--- config.mk ---
export PLATFORM = sky130hd
export DESIGN_NAME = freq_step_ctrl
export DESIGN_NICKNAME = d
export VERILOG_FILES = /design/src/rtl/freq_step_ctrl.sv
export SDC_FILE = /design/constraint.sdc
export NUM_CORES = 1
export LEC_CHECK = 0
export CAP_MARGIN = 25
export CORE_MARGIN = 5
export CORE_UTILIZATION = 45
export DETAILED_ROUTE_END_ITERATION = 8
export GPL_ROUTABILITY_DRIVEN = 0
export MAX_ROUTING_LAYER = met4
export PLACE_DENSITY_LB_ADDON = 0.08
export SYNTH_ARGS = -nofsm -noshare
export SYNTH_HDL_FRONTEND = slang
export SYNTH_SLANG_ARGS = --single-unit
--- constraint.sdc ---
create_clock -name clk_i -period 9.65 [get_ports clk_i]
set_input_delay 2.895 -clock clk_i [delete_from_list [all_inputs] [get_ports clk_i]]
set_output_delay 2.895 -clock clk_i [all_outputs]
set_load 0.01 [all_outputs]
--- src/rtl/freq_step_ctrl.sv ---
// Key-driven frequency step controller: debounces active-low up/down keys, emits press and
// hold-to-repeat ticks, and steps a bounded index that drives a registered frequency word.
module freq_step_ctrl #(
  parameter int DEBOUNCE_CYCLES = 500000,
  parameter int REPEAT_DELAY    = 25000000,
  parameter int REPEAT_PERIOD   = 5000000,
  parameter bit REPEAT_EN       = 1'b1,
  parameter int NUM_STEPS       = 100,
  parameter int RESET_IDX       = 0,
  parameter bit WRAP            = 1'b0,
  parameter int FREQ_W          = 32,
  parameter int BASE_FREQ       = 1000,
  parameter int STEP_FREQ       = 1000,
  localparam int IDX_W          = (NUM_STEPS > 1) ? $clog2(NUM_STEPS) : 1
) (
  input  logic              clk_i,
  input  logic              rst_i,
  input  logic              freq_up_key_i,
  input  logic              freq_down_key_i,
  output logic [FREQ_W-1:0] frequency_o,
  output logic [IDX_W-1:0]  freq_num_o,
  output logic              freq_up_tick_o,
  output logic              freq_down_tick_o,
  output logic              at_min_o,
  output logic              at_max_o
);

  localparam int DEB_W   = (DEBOUNCE_CYCLES > 1) ? $clog2(DEBOUNCE_CYCLES) : 1;
  localparam int TMR_MAX = (REPEAT_DELAY > REPEAT_PERIOD) ? REPEAT_DELAY : REPEAT_PERIOD;
  localparam int TMR_W   = (TMR_MAX > 1) ? $clog2(TMR_MAX) : 1;

  localparam logic [DEB_W-1:0] DEB_LAST   = DEB_W'(DEBOUNCE_CYCLES - 1);
  localparam logic [TMR_W-1:0] DELAY_LOAD = TMR_W'(REPEAT_DELAY - 1);
  localparam logic [TMR_W-1:0] PERIOD_LOAD = TMR_W'(REPEAT_PERIOD - 1);
  localparam logic [IDX_W-1:0] IDX_MAX    = IDX_W'(NUM_STEPS - 1);
  localparam logic [IDX_W-1:0] IDX_RESET  = IDX_W'(RESET_IDX);

  typedef enum logic [1:0] {
    ST_IDLE = 2'd0,
    ST_HOLD = 2'd1,
    ST_RPT  = 2'd2
  } state_e;

  // Reducing modulo 2^FREQ_W at every step gives the same low FREQ_W bits as wider arithmetic.
  function automatic logic [FREQ_W-1:0] freq_of(input logic [IDX_W-1:0] idx);
    return FREQ_W'(BASE_FREQ) + FREQ_W'(idx) * FREQ_W'(STEP_FREQ);
  endfunction

  logic [1:0] key_raw;
  logic [1:0] strobe;
  logic [1:0] tick_q;

  assign key_raw = {freq_down_key_i, freq_up_key_i};

  genvar gi;
  generate
    for (gi = 0; gi < 2; gi++) begin : g_key
      logic             sync1_q;
      logic             sync2_q;
      logic             db_q;
      logic [DEB_W-1:0] deb_cnt_q;
      state_e           state_q, state_d;
      logic [TMR_W-1:0] tmr_q, tmr_d;
      logic             strobe_q, strobe_d;

      always_ff @(posedge clk_i) begin
        if (rst_i) begin
          sync1_q   <= 1'b1;
          sync2_q   <= 1'b1;
          db_q      <= 1'b1;
          deb_cnt_q <= '0;
        end else begin
          sync1_q <= key_raw[gi];
          sync2_q <= sync1_q;
          if (sync2_q == db_q) begin
            deb_cnt_q <= '0;
          end else if (deb_cnt_q == DEB_LAST) begin
            db_q      <= sync2_q;
            deb_cnt_q <= '0;
          end else begin
            deb_cnt_q <= deb_cnt_q + 1'b1;
          end
        end
      end

      // IDLE is only entered with the key released, so a low level there is the falling edge.
      always_comb begin
        state_d  = state_q;
        tmr_d    = tmr_q;
        strobe_d = 1'b0;
        case (state_q)
          ST_IDLE: begin
            if (!db_q) begin
              strobe_d = 1'b1;
              state_d  = ST_HOLD;
              if (REPEAT_EN) tmr_d = DELAY_LOAD;
            end
          end
          ST_HOLD: begin
            if (db_q) begin
              state_d = ST_IDLE;
            end else if (REPEAT_EN && (tmr_q == '0)) begin
              strobe_d = 1'b1;
              tmr_d    = PERIOD_LOAD;
              state_d  = ST_RPT;
            end else if (tmr_q != '0) begin
              tmr_d = tmr_q - 1'b1;
            end
          end
          ST_RPT: begin
            if (db_q) begin
              state_d = ST_IDLE;
            end else if (tmr_q == '0) begin
              strobe_d = 1'b1;
              tmr_d    = PERIOD_LOAD;
            end else begin
              tmr_d = tmr_q - 1'b1;
            end
          end
          default: state_d = ST_IDLE;
        endcase
      end

      always_ff @(posedge clk_i) begin
        if (rst_i) begin
          state_q  <= ST_IDLE;
          tmr_q    <= '0;
          strobe_q <= 1'b0;
        end else begin
          state_q  <= state_d;
          tmr_q    <= tmr_d;
          strobe_q <= strobe_d;
        end
      end

      assign strobe[gi] = strobe_q;
    end
  endgenerate

  logic [IDX_W-1:0]  idx_q, idx_d;
  logic [FREQ_W-1:0] freq_q;

  // Bit 0 is the up key, bit 1 the down key; simultaneous ticks cancel.
  always_comb begin
    idx_d = idx_q;
    case (tick_q)
      2'b01: begin
        if (idx_q == IDX_MAX) idx_d = WRAP ? '0 : idx_q;
        else                  idx_d = idx_q + 1'b1;
      end
      2'b10: begin
        if (idx_q == '0) idx_d = WRAP ? IDX_MAX : idx_q;
        else             idx_d = idx_q - 1'b1;
      end
      default: idx_d = idx_q;
    endcase
  end

  always_ff @(posedge clk_i) begin
    if (rst_i) begin
      tick_q <= 2'b00;
      idx_q  <= IDX_RESET;
      freq_q <= freq_of(IDX_RESET);
    end else begin
      tick_q <= strobe;
      idx_q  <= idx_d;
      freq_q <= freq_of(idx_q);
    end
  end

  assign frequency_o      = freq_q;
  assign freq_num_o       = idx_q;
  assign freq_up_tick_o   = tick_q[0];
  assign freq_down_tick_o = tick_q[1];
  assign at_min_o         = (idx_q == '0);
  assign at_max_o         = (idx_q == IDX_MAX);

endmodule

==> results of run 1 <==
==> metal layers <==
layer / share of wire (%) / track usage [%]
met5: 0 / -
met2: 49 / 28.48
met1: 47 / 21.08
met3: 3.5 / 4.265
met4: 0.85 / 5.211
==> state kept, by name, indices dropped and copies added (netlist names) <==
name / flops
g_key.sync1_q: 2
g_key.deb_cnt_q: 38
frequency_o: 15
tick_q: 2
g_key.tmr_q: 50
g_key.sync2_q: 2
g_key.db_q: 2
freq_num_o: 7
g_key.state_q: 4
g_key.strobe_q: 2
==> worst min path at each step <==
stage,slack [ns],from,depth (start not counted),end
after floorplan,0.39,g_key[0].sync1_q,1,g_key[0].sync2_q
after global placement,0.40,g_key[1].sync1_q,1,g_key[1].sync2_q
after detailed placement,0.40,g_key[1].sync1_q,1,g_key[1].sync2_q
after CTS,0.41,g_key[1].sync1_q,1,g_key[1].sync2_q
after global routing,0.43,g_key[1].sync1_q,1,g_key[1].sync2_q
final,0.41,g_key[1].sync1_q,1,g_key[1].sync2_q
==> cell type report <==
| type | instances | area (um^2) | share of cell area, % |
|---|---|---|---|
| Multi-Input combinational cell | 638 | 4432 | 53.65 |
| Sequential cell | 124 | 2482 | 30.05 |
| Clock inverter | 15 | 185.2 | 2.242 |
| Timing Repair Buffer | 30 | 292.8 | 3.544 |
| Tap cell | 216 | 270.3 | 3.272 |
| Inverter | 46 | 172.7 | 2.090 |
| Clock buffer | 17 | 425.4 | 5.150 |
==> placed cells by master, fill, tap and decap left out, drive strengths merged, types with 5 or more instances in the layout <==
cell,netlist,layout
inv,46,52
nand3,25,25
and2,5,5
nor2b,14,14
nor3,35,35
a21oi,60,60
or3,18,18
clkdlybuf4s50,0,28
xnor2,38,38
or2,8,8
nand4,9,9
a21o,6,6
nand2b,21,21
o31ai,9,9
nor2,105,105
nor4,12,12
conb,1,17
dfxtp,124,124
and3,13,13
xor2,44,44
or4,8,8
nand2,42,42
clkbuf,24,17
ha,55,55
fa,19,19
o21ai,21,21
a311oi,6,6
==> power groups by stage <==
stage	clock, uW	combinational [uW]	sequential, uW
2_1_floorplan	0	15.7	525
3_3_place_gp	0	13.7	525
3_5_place_dp	0	13.9	525
4_1_cts	672	13.9	513
5_1_grt	697	15.4	513
6_report	656	14.0	514
==> per-stage QoR <==
stage / setup slack, ns / area, um^2
after floorplan: 5.372 / 7305
after global placement: 5.026 / 7650
after detailed placement: 4.971 / 7650
after CTS: 4.538 / 8260
after global routing: 4.426 / 8260
final: 4.565 / 8260
==> worst register-to-register path: cells and delay by family, from the launching register on <==
family | cells | cell delay, ns
simple gates | 3 | 0.77
buf+inv | 3 | 0.27
flops | 1 | 0.58
compound gates | 4 | 0.96
fa+ha+maj | 5 | 1.97
==> kinds of logic after synthesis <==
logic type	share of synthesized area (%)
simple gates	24.33
fa+ha+maj	14.75
compound gates	11.00
other cells	0.05176
buf+inv	5.389
flops	34.27
mux	0.2936
xor+xnor	9.914
==> flow_summary_export.csv, run 1 <==
group,metric,value,unit
synthesis,synth_commonest_cells,"124 x dfxtp_1, 103 x nor2_1, 58 x a21oi_1",
clock_tree,post_cts_buffers,0,
placed_design,dpl.cell_count,1054,
power,sequentialPowerShare,43.4,%
setup_path,crit_start,"freq_num_o[0]",
synthesis,ys.flop_type,"dfxtp_1",
placed_design,io_buffers,29,
floorplan,io_pins,47,
power,vdd_drop_max,0.0001176,V
power,p_sw,256.9,uW
clock_tree,clk_path_buf_depth,2,
route,wl,14790,um
cells_and_area,drive_gt1_share,7.126,%
synthesis,ys_top_cells_by_area,"dfxtp_1 34%, ha_1 9.5%, nor2_1 5.3%, xor2_1 5.3%, fa_1 5.3%",
global_routing,first_global_vias,5698,
route,drt_first_iter_violations,265,
setup_path,cp-end-kind,"output pin",
setup_path,start_kind,"register",
power,p_clk_share,55.4,%
setup_path,cp_top_family,"flip-flops",
setup_path,reg2reg_slack,4.96,ns
power,power.density,143.2,nW/um^2
floorplan,start_util,45.77,%
sta,final_max_slew_viol_count,0,
clock_tree,cts_resized,0,
sta,hold_viol,0,
sta,fin_skew,0.009495,ns
sta,fmax,196.6,MHz
synthesis,synth_top_cell_by_area,"dfxtp_1",
synthesis,synth_most_common_cell,"dfxtp_1",
sta,worst_pin_slew,0.8939,ns
synthesis,synth-seq-cells,124,
global_routing,grt_max_degree,87,
power,p_sw_share,21.72,%
power,p_comb_share,1.2,%
route,drtPass1Iterations,4,
setup_path,reg2reg_depth,15,
sta,timing.hold.ws,0.4095,ns
route,drc,0,
placed_design,hpwl,10760,um
synthesis,seq_area_frac_synth,34.27,%
global_routing,antenna_found_initial,0,
sta,slew-limit-headroom,40.41,%
synthesis,synthCells,833,
sta,finalSetupViolations,0,
sta,post-route-period-util,52.70,%
synthesis,synth_cell_type_count,63,
clock_tree,cts_tree,"yes",
setup_path,reg2reg_from,"freq_num_o[0]",
clock_tree,cts.sinks,124,
synthesis,netlist_area,7244,um^2
power,power,1183,uW
setup_path,worstPathRequired,6.76,ns
worst_hold_path,hold_path_class,"register to register",
setup_path,critPathCapture,"at_max_o",
power,p_int,926.3,uW
route,post_drt_via_cell_ratio,5.188,
floorplan,fp.coreArea,15830,um^2
cells_and_area,stdcell_count,1086,
setup_path,crit_cells,3,
sta,fin_tns_setup,0,ns
synthesis,synth_area_per_cell,8.697,um^2
global_routing,grt_pass1_wl,25830,um
sta,period_needed,5.085,ns
setup_path,path_class,"register to output pin",
synthesis,synth_edf_count,0,
setup_path,arrival,2.19,ns
sta,rsz0062_at_grt,"false",
clock_tree,cts_root_buf,"clkbuf_16",
global_routing,track_usage,17.30,%
clock_tree,cts.htree.levels,4,
setup_path,path_max_fanout,10,
route,dr_total_vias,5634,
clock_tree,hold_buffers,0,
setup_path,cp_num_buf_inv,1,
global_routing,grt_overflow,0,
synthesis,ys_warn_count,0,
clock_tree,clk_latency,0.42,ns
outcome,status,"completed",
cells_and_area,n_antenna_cell,0,
setup_path,crit_chain,"ha_1 > and4_1 > clkdlybuf4s50_1",
cells_and_area,final.fill_count,1473,
clock_tree,cts-buffers-inserted,17,
route,postRouteAntennaNets,0,
synthesis,synth_top_area_share,34.27,%
setup_path,slowest_stage,"dfxtp_1",
floorplan,die_h,136.9,um
floorplan,rows,46,
cells_and_area,syn_to_final_growth,14.02,%
power,cellLeakagePower,0.003420,uW
setup_path,reg2reg_to,"frequency_o[16]",
run,cap_viol_max_count,0,
cells_and_area,layout.nets,935,
synthesis,ys_async_sr_fraction,0,%
clock_tree,clk_pin_slew_worst_paths,0.06,ns
cells_and_area,utilization,52.19,%
setup_path,critical_path.max_stage_delay,0.58,ns
floorplan,die_w,136.9,um
route,post_drt_wl_per_cell,13.62,um
floorplan,die-area,18740,um^2
No activity file was read; power rests on OpenSTA's default activity.
==> inputs of run 2 (changes only) <==
==> constraint.sdc (replaced) <==
create_clock -name clk_i -period 5.1 [get_ports clk_i]
set_input_delay 1.53 -clock clk_i [delete_from_list [all_inputs] [get_ports clk_i]]
set_output_delay 1.53 -clock clk_i [all_outputs]
set_load 0.01 [all_outputs]
==> run 2 against run 1 <==
Net effect:
- cell area is essentially flat
- clock skew is 0.0057 ns higher
- cell count is 0.18% higher
- critical path depth is 12 higher
- sequential share of layout area about the same
- non-clock buffer count up 2
- first-iteration DRC count grew 3.4%
- clock power rose by 81%
- die area is the same
- worst hold slack gained 0.0047 ns
- largest cell class unchanged
- highest routed layer unchanged
==> flow_summary_export.csv, run 2 (synthesized netlist as in run 1, its figures left out) <==
group,metric,value,unit
outcome,status,"completed",
cells_and_area,regMostFlops,"g_key.tmr_q",
floorplan,die-area,18740,um^2
setup_path,reg2reg_from,"freq_num_o[0]",
setup_path,cp_num_buf_inv,3,
clock_tree,cts_resized,0,
cells_and_area,n_antenna_cell,0,
sta,slew-limit-headroom,49.87,%
setup_path,reg2reg_to,"frequency_o[16]",
sta,final_max_slew_viol_count,0,
clock_tree,hold_buffers,0,
floorplan,rows,46,
clock_tree,clk_path_buf_depth,2,
cells_and_area,stdcell_count,1088,
route,wl,14730,um
route,drtPass1Iterations,4,
setup_path,crit_cells,15,
global_routing,grt_overflow,0,
global_routing,top_usage_layer,"met2",
clock_tree,cts-buffers-inserted,17,
cells_and_area,final_common_cell,"dfxtp_1",
global_routing,antenna_found_initial,0,
route,postRouteAntennaNets,0,
global_routing,grtUsageMet1,22.47,%
sta,fin_tns_setup,0,ns
sta,worst_pin_slew,0.7504,ns
sta,post-route-period-util,91.15,%
global_routing,grt_max_degree,53,
cells_and_area,layout.nets,937,
route,drc,0,
sta,hold_viol,0,
route,drt_first_iter_violations,274,
placed_design,dpl.cell_count,1056,
setup_path,reg2reg_depth,15,
setup_path,arrival,4.90,ns
setup_path,reg2reg_slack,0.45,ns
setup_path,worstPathRequired,5.35,ns
setup_path,crit_start,"freq_num_o[0]",
sta,fin_skew,0.01524,ns
setup_path,start_kind,"register",
floorplan,io_pins,47,
global_routing,first_global_vias,5488,
power,cellLeakagePower,0.003429,uW
clock_tree,cts_root_buf,"clkbuf_16",
setup_path,path_max_fanout,10,
global_routing,track_usage,17.19,%
power,power.density,264.8,nW/um^2
clock_tree,clk_latency,0.41,ns
setup_path,slowest_stage,"dfxtp_1",
clock_tree,cts.htree.levels,4,
placed_design,io_buffers,29,
global_routing,grt_pass1_wl,25730,um
placed_design,hpwl,10800,um
setup_path,critPathCapture,"frequency_o[16]",
route,dr_total_vias,5560,
setup_path,critical_path.max_stage_delay,0.58,ns
setup_path,cp-end-kind,"register",
cells_and_area,largest_reg_flops,50,
route,post_drt_via_cell_ratio,5.110,
setup_path,crit_chain,"inv_1 > ha_1 > ha_1 > inv_1 > fa_1 > inv_1 > fa_1 > ha_1 > or2_2 > a311oi_1 > o221ai_1 > nor2_1 > and3_1 > a31o_2 > a21oi_1",
setup_path,path_class,"register to register",
sta,period_needed,4.649,ns
sta,rsz0062_at_grt,"false",
floorplan,die_w,136.9,um
power,vdd_drop_max,0.0002296,V
floorplan,fp.coreArea,15830,um^2
sta,fmax,215.1,MHz
worst_hold_path,hold_path_class,"register to register",
setup_path,cp_top_family,"adder cells",
route,post_drt_wl_per_cell,13.54,um
sta,finalSetupViolations,0,
floorplan,start_util,45.77,%
clock_tree,cts_tree,"yes",
global_routing,use_met3,4.044,%
global_routing,met2_usage,27.30,%
floorplan,die_h,136.9,um
clock_tree,clk_pin_slew_worst_paths,0.05,ns
cells_and_area,layout_common_cells,"124 x dfxtp_1, 103 x nor2_1, 58 x a21oi_1",
clock_tree,cts.sinks,124,
run,cap_viol_max_count,0,
cells_and_area,drive_gt1_share,7.339,%
clock_tree,post_cts_buffers,0,
cells_and_area,syn_to_final_growth,13.99,%
-- run 2: changes by cell type in the layout (fill, tap and decap cells not counted) --
cell and delta:
clkinv_2 +2, clkbuf_8 +2, clkinvlp_4 -1, clkinv_4 +2
inv_6 -4, bufinv_16 -1, buf_4 +2
-- run 2: cell type report --
class / instances / area [um^2]
repair buffers: 32 / 307.8
clock inverters: 13 / 140.1
well taps: 216 / 270.3
clock buffers: 19 / 452.9
flip-flops and latches: 124 / 2482
inverters: 46 / 172.7
fillers: 1445 / 7570
multi-input cells: 638 / 4432
-- run 2: how the worst min path moves through the flow --
stage / depth (start not counted) / startpoint / slack (ns) / to
after floorplan: 1 / g_key[0].sync1_q / 0.39 / g_key[0].sync2_q
after global placement: 1 / g_key[1].sync1_q / 0.40 / g_key[1].sync2_q
after CTS: 1 / g_key[1].sync1_q / 0.42 / g_key[1].sync2_q
after detailed placement: 1 / g_key[1].sync1_q / 0.40 / g_key[1].sync2_q
final: 1 / g_key[1].sync1_q / 0.41 / g_key[1].sync2_q
after global routing: 1 / g_key[1].sync1_q / 0.44 / g_key[1].sync2_q
-- run 2: metrics by stage --
stage / area, um^2 / util, % / worst slack (ns) / total power (uW) / hold WS [ns]
6_report: 8258 / 52.17 / 0.4513 / 2187 / 0.4142
5_1_grt: 8258 / 52.17 / 0.1191 / 2263 / 0.4368
4_1_cts: 8258 / 52.17 / 0.4432 / 2215 / 0.4190
3_5_place_dp: 7665 / 48.43 / 0.4677 / 1020 / 0.4022
3_3_place_gp: 7665 / 48.43 / 0.5583 / 1019 / 0.3974
2_1_floorplan: 7305 / - / 0.8219 / 1022 / 0.3895
-- run 2: power breakdown --
part | leakage [uW] | internal (uW) | switching [uW]
clock network | 0.000293 | 747 | 441
logic | 0.00214 | 5.43 | 21.2
registers | 0.00100 | 971 | 1.02
-- run 2: layer usage --
layer	up-vias	share of wire, %
li1	2880	-
met3	6	2.8
met4	0	0.62
met5	-	0
met1	2601	49
met2	73	48
